$ cat src/rtl/ex_mem_reg.sv
// EX/MEM pipeline register: captures execute results, holds on memory stall,
// squashes flushed instructions, and freezes on halt or memory error.
module ex_mem_reg #(
    parameter int DW = 16,
    parameter int RW = 3,
    parameter int CW = 16
) (
    input  logic          clk,
    input  logic          rst,

    input  logic          MemStall,
    input  logic          MemErr,
    input  logic          flush,

    input  logic          ex_valid,
    input  logic [DW-1:0] ex_ALUData,
    input  logic [DW-1:0] ex_wdata,
    input  logic [DW-1:0] ex_PCData,
    input  logic          ex_MemRead,
    input  logic          ex_MemWrite,
    input  logic          ex_WriteDataPC,
    input  logic          ex_WriteDataMem,
    input  logic          ex_RegWrite,
    input  logic          ex_halt,
    input  logic [RW-1:0] ex_WriteReg,

    output logic [DW-1:0] mem_ALUData,
    output logic [DW-1:0] mem_wdata,
    output logic [DW-1:0] mem_PCData,
    output logic          mem_MemRead,
    output logic          mem_MemWrite,
    output logic          mem_WriteDataPC,
    output logic          mem_WriteDataMem,
    output logic          mem_RegWrite,
    output logic          mem_halt,
    output logic [RW-1:0] mem_WriteReg,

    output logic          mem_valid,
    output logic          mem_createdump,
    output logic          stall_ex,
    output logic          err,
    output logic [CW-1:0] stall_cycles
);

    typedef enum logic [1:0] {
        RUN    = 2'd0,
        HOLD   = 2'd1,
        HALTED = 2'd2,
        ERROR  = 2'd3
    } state_e;

    typedef struct packed {
        logic [DW-1:0] alu_data;
        logic [DW-1:0] wdata;
        logic [DW-1:0] pc_data;
        logic [RW-1:0] write_reg;
        logic          mem_read;
        logic          mem_write;
        logic          write_data_pc;
        logic          write_data_mem;
        logic          reg_write;
        logic          halt;
    } payload_t;

    state_e          state_q, state_d;
    payload_t        payload_q, payload_d;
    payload_t        ex_payload;
    logic            valid_q, valid_d;
    logic            dump_q, dump_d;
    logic            err_q, err_d;
    logic            flush_pending_q, flush_pending_d;
    logic [CW-1:0]   stall_cnt_q, stall_cnt_d;
    logic            load_valid;

    always_comb begin
        ex_payload.alu_data       = ex_ALUData;
        ex_payload.wdata          = ex_wdata;
        ex_payload.pc_data        = ex_PCData;
        ex_payload.write_reg      = ex_WriteReg;
        ex_payload.mem_read       = ex_MemRead;
        ex_payload.mem_write      = ex_MemWrite;
        ex_payload.write_data_pc  = ex_WriteDataPC;
        ex_payload.write_data_mem = ex_WriteDataMem;
        ex_payload.reg_write      = ex_RegWrite;
        ex_payload.halt           = ex_halt;
    end

    // NOTE: every _d gets a hold default before any branch, so no path can infer a latch.
    always_comb begin
        state_d         = state_q;
        payload_d       = payload_q;
        valid_d         = valid_q;
        dump_d          = 1'b0;
        err_d           = err_q;
        flush_pending_d = flush_pending_q;
        stall_cnt_d     = stall_cnt_q;
        load_valid      = ex_valid & ~flush & ~flush_pending_q;

        case (state_q)
            RUN, HOLD: begin
                if (MemStall && (stall_cnt_q != {CW{1'b1}})) begin
                    stall_cnt_d = stall_cnt_q + CW'(1);
                end

                if (MemErr && valid_q) begin
                    err_d   = 1'b1;
                    state_d = ERROR;
                end else if (MemStall) begin
                    // A flush seen during a stall applies to the instruction loaded afterwards.
                    flush_pending_d = flush_pending_q | flush;
                    state_d         = HOLD;
                end else begin
                    payload_d       = ex_payload;
                    valid_d         = load_valid;
                    flush_pending_d = 1'b0;
                    dump_d          = ex_halt & load_valid;
                    state_d         = (ex_halt & load_valid) ? HALTED : RUN;
                end
            end
            default: begin
                // HALTED and ERROR are terminal until reset.
            end
        endcase
    end

    // NOTE: sequential state uses non-blocking assignments so all flops update together.
    always_ff @(posedge clk) begin
        if (!rst) begin
            state_q         <= RUN;
            payload_q       <= '0;
            valid_q         <= 1'b0;
            dump_q          <= 1'b0;
            err_q           <= 1'b0;
            flush_pending_q <= 1'b0;
            stall_cnt_q     <= '0;
        end else begin
            state_q         <= state_d;
            payload_q       <= payload_d;
            valid_q         <= valid_d;
            dump_q          <= dump_d;
            err_q           <= err_d;
            flush_pending_q <= flush_pending_d;
            stall_cnt_q     <= stall_cnt_d;
        end
    end

    // Side-effecting controls are masked so a bubble never touches memory or the register file.
    assign mem_ALUData      = payload_q.alu_data;
    assign mem_wdata        = payload_q.wdata;
    assign mem_PCData       = payload_q.pc_data;
    assign mem_WriteReg     = payload_q.write_reg;
    assign mem_MemRead      = payload_q.mem_read  & valid_q;
    assign mem_MemWrite     = payload_q.mem_write & valid_q;
    assign mem_RegWrite     = payload_q.reg_write & valid_q;
    assign mem_WriteDataPC  = payload_q.write_data_pc;
    assign mem_WriteDataMem = payload_q.write_data_mem;
    assign mem_halt         = payload_q.halt;

    assign mem_valid      = valid_q;
    assign mem_createdump = dump_q;
    assign err            = err_q;
    assign stall_cycles   = stall_cnt_q;
    assign stall_ex       = MemStall | (state_q == HALTED) | (state_q == ERROR);

endmodule

$ cat config.mk
export PLATFORM = sky130hd
export DESIGN_NAME = ex_mem_reg
export DESIGN_NICKNAME = d
export VERILOG_FILES = /design/src/rtl/ex_mem_reg.sv
export SDC_FILE = /design/constraint.sdc
export NUM_CORES = 1
export LEC_CHECK = 0
export ABC_CLOCK_PERIOD_IN_PS = 2800
export CORE_UTILIZATION = 27
export DETAILED_ROUTE_END_ITERATION = 6
export HOLD_SLACK_MARGIN = 0.03
export RECOVER_POWER = 25
export SYNTH_ARGS = -nofsm -noshare
export SYNTH_HDL_FRONTEND = slang
export SYNTH_SLANG_ARGS = --single-unit
$ cat constraint.sdc
create_clock -name clk -period 2.8 [get_ports clk]
set_clock_uncertainty 0.1 [all_clocks]
set_input_delay 0.84 -clock clk [delete_from_list [all_inputs] [get_ports clk]]
set_output_delay 0.84 -clock clk [all_outputs]
set_load 0.01 [all_outputs]
# --- Yosys cells after proc, flatten, opt, wreduce, memory -nomap -nowiden ---
# Cells that the tools add are included.
word_totals:
  output_inout_bits: 77
  ff_bits: 79
  romBits: 0
  inputBits: 63
  wordCells: 49
  memories: 0
  ram_bits: 0
  latchBits: 0
op_classes:
  n_addsub: 1
  mul: 0
  n_reduce_logical: 9
  mux: 4
  bitwise_logic: 15
  magnitude_cmp: 0
  shifts: 0
  div: 0
  eq_ne: 4
op_table:
  columns: ["cell", "n"]
  rows:
  - ["adder 16 x 1 -> 16 bit (second input constant)", 1]
  - ["inequality test 16 bit (second input constant)", 1]
  - ["AND 1 bit", 6]
  - ["2-to-1 mux 2 bit", 3]
  - ["NOT 1 bit", 6]
  - ["AND reduction 2 bit", 3]
  - ["== test 2 bit (second input constant)", 2]
  - ["OR reduction 4 bit", 1]
  - ["bitwise OR 1 bit", 3]
  - ["AND reduction 3 bit", 1]
  - ["== test 2 x 1 -> 1 bit (second input constant)", 1]
  - ["logical AND 1 bit", 2]
  - ["logical NOT 2 bit", 1]
  - ["OR reduction 2 bit", 1]
  - ["2-to-1 mux 1 bit", 1]

# --- Longest topological paths before layout ---
depth:
  word_depth: 7
  mapped_depth: 7
  depth_no_buf: 6

# --- Worst setup path after synthesis ---
# Ideal clock, no wire load.
synth_path:
  kind: "in2reg"
  from: "input port MemStall"
  to: "register stall_cnt_q[9] (netlist: stall_cycles[9])"
  cell_stages: 5
  slack_ns: 0.669
  t_arrival_ns: 1.961
  setup_time_ns: 0.070
  t_required_ns: 2.630
  n_path_buf: 1
  cell_sequence: "nand2b_2 -> or4_1 -> buf_2 -> or3_1 -> a21boi_1"
synth_via:
  elab_chain_len: 2
synth_rtl:
  columns: ["item", "line_no", "source"]
  rows:
  - ["from (decl)", "11", "input logic MemStall,"]
  - ["logical AND 1 bit", "101", "if (MemStall && (stall_cnt_q != {CW{1'b1}})) begin"]
  - ["AND reduction 2 bit (no line)", null, null]
  - ["to (signal assigned)", "143", "stall_cnt_q <= stall_cnt_d;"]
  - ["to (decl)", "72", "logic [CW-1:0] stall_cnt_q, stall_cnt_d;"]
# No other way between the ends.
# A chain may end at the register's enable or synchronous reset.

# --- Final worst setup path ---
layout_path:
  from: "input port MemStall"
  to: "output port stall_ex"
layout_via:
  elab_chain_len: 2
layout_rtl:
  columns: ["item", "line_no", "source"]
  rows:
  - ["bitwise OR 1 bit (2 in series)", "163", "assign stall_ex = MemStall | (state_q == HALTED) | (state_q == ERROR);"]
  - ["to (decl)", "40", "output logic stall_ex,"]
# No other way between the ends.

==> impl.org <==
** Route
- In this run, the number of DRC markers left after iteration 0 of detailed routing was between 90 and 100.
- In the routed layout, each cell is associated on average with a via count of 4.517.
- Count of nets left with antenna violations after detail routing :: 0
- Summing over every cut layer, the via total after detailed routing is about 2.4k.
- Routed wire length per instance :: between 10 and 15 um
- The first detailed-routing pass ran for 4 iterations.
- Total routed wirelength :: just over 7000 um
- Residual DRC count :: 0

** Yosys
- In the post-synthesis netlist, the cell with the most instances is sky130_fd_sc_hd__dfxtp_1.
- Synth Cell Area :: approximately 3100 um2
- Among all flip-flop cells after synthesis, the most frequent one is sky130_fd_sc_hd__dfxtp_1.
- Top cells by area, synth :: sky130_fd_sc_hd__dfxtp_1, sky130_fd_sc_hd__a22o_1, sky130_fd_sc_hd__buf_4
- Net Count, Synth :: approximately 360
- Mean Syn Cell Area :: 10.51 um2
- Number of storage elements in the synthesis netlist :: approximately 80
- Yosys top cell area share :: between 50% and 60%
- The biggest area contributor in the post-synthesis netlist is sky130_fd_sc_hd__dfxtp_1.
- Sequential elements use around half of the synthesized area.
- Counting flops with a built-in enable in the synthesized netlist gives 0.
- Cell count after synthesis :: between 200 and 300
- Synth unique cells :: 33
- Most frequent cells after synthesis :: sky130_fd_sc_hd__dfxtp_1, sky130_fd_sc_hd__a22o_1, sky130_fd_sc_hd__buf_4
- Number of warnings reported in the yosys synthesis log :: 0
- Post-synth ARST share :: 0%

** STA
- Smallest hold slack :: 367.2 ps
- Min Clock Period, post-route :: 2742 ps
- Summed over all failing endpoints, the final setup total negative slack is 0 ps.
- At the pin with the least slew margin, the transition time is just under 700 ps.
- Setup repair after global routing missed its margin :: false
- Smallest setup slack after layout :: 57.71 ps
- The final max-slew violation count came to 0.
- Highest clock rate :: roughly 360 MHz
- Setup violations remaining at the end of the flow were counted as 0.
- Final period utilization :: 97.94%
- Count of final hold-check violations :: 0
- Measured against its own limit, the worst slew margin works out to a little over half.

** Floorplanning
- Total die area :: about 12,000 um2
- Count of boundary I/O pins :: 140
- The floorplan has 38 rows.
- The region available for standard cell placement spans ~11,000 um2.
- Die outline height :: between 100 and 150 um
- The initial utilization of the core area, before any placement, comes to ~28%.
- Die W :: around 110 um

** Clock tree
- Counting every sink on the clock net gives approximately 80.
- Clock Path Buffers :: 2
- The clock tree synthesis step divided the H-tree into 3 levels.
- Number of buffers created by CTS :: 9
- Clock-pin slew was measured on the worst setup and hold paths at 50 ps.
- Setup Fix Bufs, Post-CTS :: 0
- The tree is rooted in a sky130_fd_sc_hd__clkbuf_16.
- Clock tree from TritonCTS :: done
- Insertion delay to the later sink of the worst-skew pair :: ~330 ps

** Place
- Once placement completed, the tool counted placed cells totaling 512.
- Detailed placement ended at an HPWL of 4989 um.
- Once placement finished, the instance area stood at roughly 4300 um2.
- Pre-CTS setup slack :: -146.8 ps
- The count of buffers added on input and output ports is 139.
- RePlAce Congestion :: 0.7043

** Cells and area
- The number of antenna diodes in the final layout is 0.
- Number of nets in the layout :: about 450
- The area growth from synthesis to layout is 47.96%.
- After the flow finishes, the layout carries non-filler instances totaling roughly 530.
- In the final layout, the share of cells above drive strength 1 is 6.186%.
- Final standard cell area without fillers :: between 4000 and 5000 um2

** Pwr
- For this design the ratio of total power to cell area is 608.8 nW/um2.
- Power share of the sequential group :: ~43%
- Summed over all nets, the switching power comes to ~0.60 mW.
- Fraction of power spent switching nets :: roughly a fifth
- Relative contribution of combinational cells to total power :: between 10% and 20%
- Internal power comes to ~2.2 mW.
- In this run the static leakage power is 1.847 nW.
- Of the total power, the clock network draws between 40 and 50%.
- The worst-case IR drop observed on VDD is about 0.34 mV.

** GRT
- Combined global-route utilization of all metal layers :: 12.47%
- Number of global-route vias before repair :: 2,334
- Total global routing overflow :: 0
- The first global-routing pass estimated 11,340 um of wire.
- Initial antenna violation count :: 0
- Pin count of the biggest net entering global routing :: 60

** Status
- Outcome :: finished clean

** Critical path
- The critical path is of the input pin to primary output type.
- The setup check on the worst reg-to-reg path leaves a slack of approximately 700 ps.
- Startpoint Class :: input pin
- Data on the critical path is required at its endpoint by ~1900 ps.
- Of all nets on the critical path, the largest fanout is 2.
- Crit-path cells :: clkdlybuf4s50_1, or2_2, dlygate4sd2_1
- CP max stage delay :: a little over 400 ps
- The worst setup path is captured at a primary output.
- On the critical path the largest part of the delay comes from buffers and inverters.
- Number of buffers and inverters on the critical path :: 2
- Data arrival time of the critical path :: about 1800 ps
- The largest individual stage delay along the critical path comes from the cell sky130_fd_sc_hd__clkdlybuf4s50_1.

** Worst hold path
- Type of the worst min-delay path :: flop to flop

** Job
- The tool flagged a number of max-cap violations equal to 0.
-- layout by cell type (no fill, tap or decap), types with 3 or more instances in the layout --
cell / synthesis / routed
sky130_fd_sc_hd__clkdlybuf4s50_1: 0 / 113
sky130_fd_sc_hd__dfxtp_1: 78 / 78
sky130_fd_sc_hd__a22o_1: 58 / 58
sky130_fd_sc_hd__dlygate4sd3_1: 0 / 25
sky130_fd_sc_hd__and2_1: 14 / 13
sky130_fd_sc_hd__xor2_1: 9 / 9
sky130_fd_sc_hd__clkbuf_16: 0 / 9
sky130_fd_sc_hd__nand2_1: 8 / 8
sky130_fd_sc_hd__nand3_1: 6 / 6
sky130_fd_sc_hd__nor3_1: 6 / 6
sky130_fd_sc_hd__nand4_1: 5 / 5
sky130_fd_sc_hd__clkbuf_1: 15 / 5
sky130_fd_sc_hd__o21ai_0: 4 / 4
sky130_fd_sc_hd__nor2_1: 4 / 4
sky130_fd_sc_hd__or3_1: 3 / 3
sky130_fd_sc_hd__a21boi_1: 3 / 3
sky130_fd_sc_hd__o21a_1: 4 / 3
-- registers in the layout, indices dropped and copies added, names as in the netlist --
name	cells
mem_valid	1
mem_wdata	16
stall_cycles	16
mem_WriteReg	3
flush_pending_q	1
err	1
mem_WriteDataMem	1
mem_createdump	1
mem_ALUData	16
payload_q	3
mem_PCData	16
state_q	1
mem_WriteDataPC	1
mem_halt	1
-- power by group through the flow --
stage	registers, mW	logic (mW)	clock network [mW]
after floorplan	1.23	0.196	0
after global placement	1.23	0.366	0
after detailed placement	1.23	0.370	0
after CTS	1.21	0.370	1.28
after global routing	1.22	0.377	1.32
final	1.21	0.350	1.23
-- layer usage --
metal  share of wire [%]  track usage [%]  wire length (um)
met5                   0                0                 0
met4                 1.3            5.143                96
met3                  10            6.396               737
met2                  46            19.72              3294
met1                  42            14.12              3022
-- final timing paths --
check                  start               end  cells past startpoint
min reg2reg  flush_pending_q   flush_pending_q                      1
min          flush_pending_q   flush_pending_q                      1
max                 MemStall          stall_ex                      3
max reg2reg  stall_cycles[0]  stall_cycles[13]                      6
-- cell families (layout without fill, tap and decap cells) --
kind of cell    after synthesis  in the layout  share of synthesized area, %
fa+ha+maj                     1              1                        0.4033
xor+xnor                     11             11                         3.106
simple gates                 63             63                         11.98
flops                        78             78                         50.34
buf+inv                      71            164                         14.88
mux                           1              1                        0.3227
compound gates               70             70                         18.96
-- worst reg2reg max path, delay by kind of cell, from the launching register on --
kind / cells / cell delay, ps
compound gates: 1 / 140
fa+ha+maj: 1 / 250
flops: 1 / 360
simple gates: 4 / 1200
-- area by class of cell --
type	instances	area (um2)
tap	140	175.2
clock inverter	4	70.07
multi-input combinational	146	1085
clock buffer	12	246.5
sequential	78	1562
fill	1103	6441
timing repair buffer	146	1444
inverter	2	7.507
-- repair_timing --
action,4_1_cts,5_1_grt
resized for setup,1,0
endpoints found under the hold margin,0,0
hold buffers,0,0
endpoints found under the setup margin,1,0
-- through the flow --
stage,util (%),power (mW)
final,41.61,2.794
after global routing,41.61,2.916
after CTS,41.82,2.862
after detailed placement,38.96,1.604
after global placement,38.96,1.600
after floorplan,-,1.426
Power figures use the tool's default switching activity.
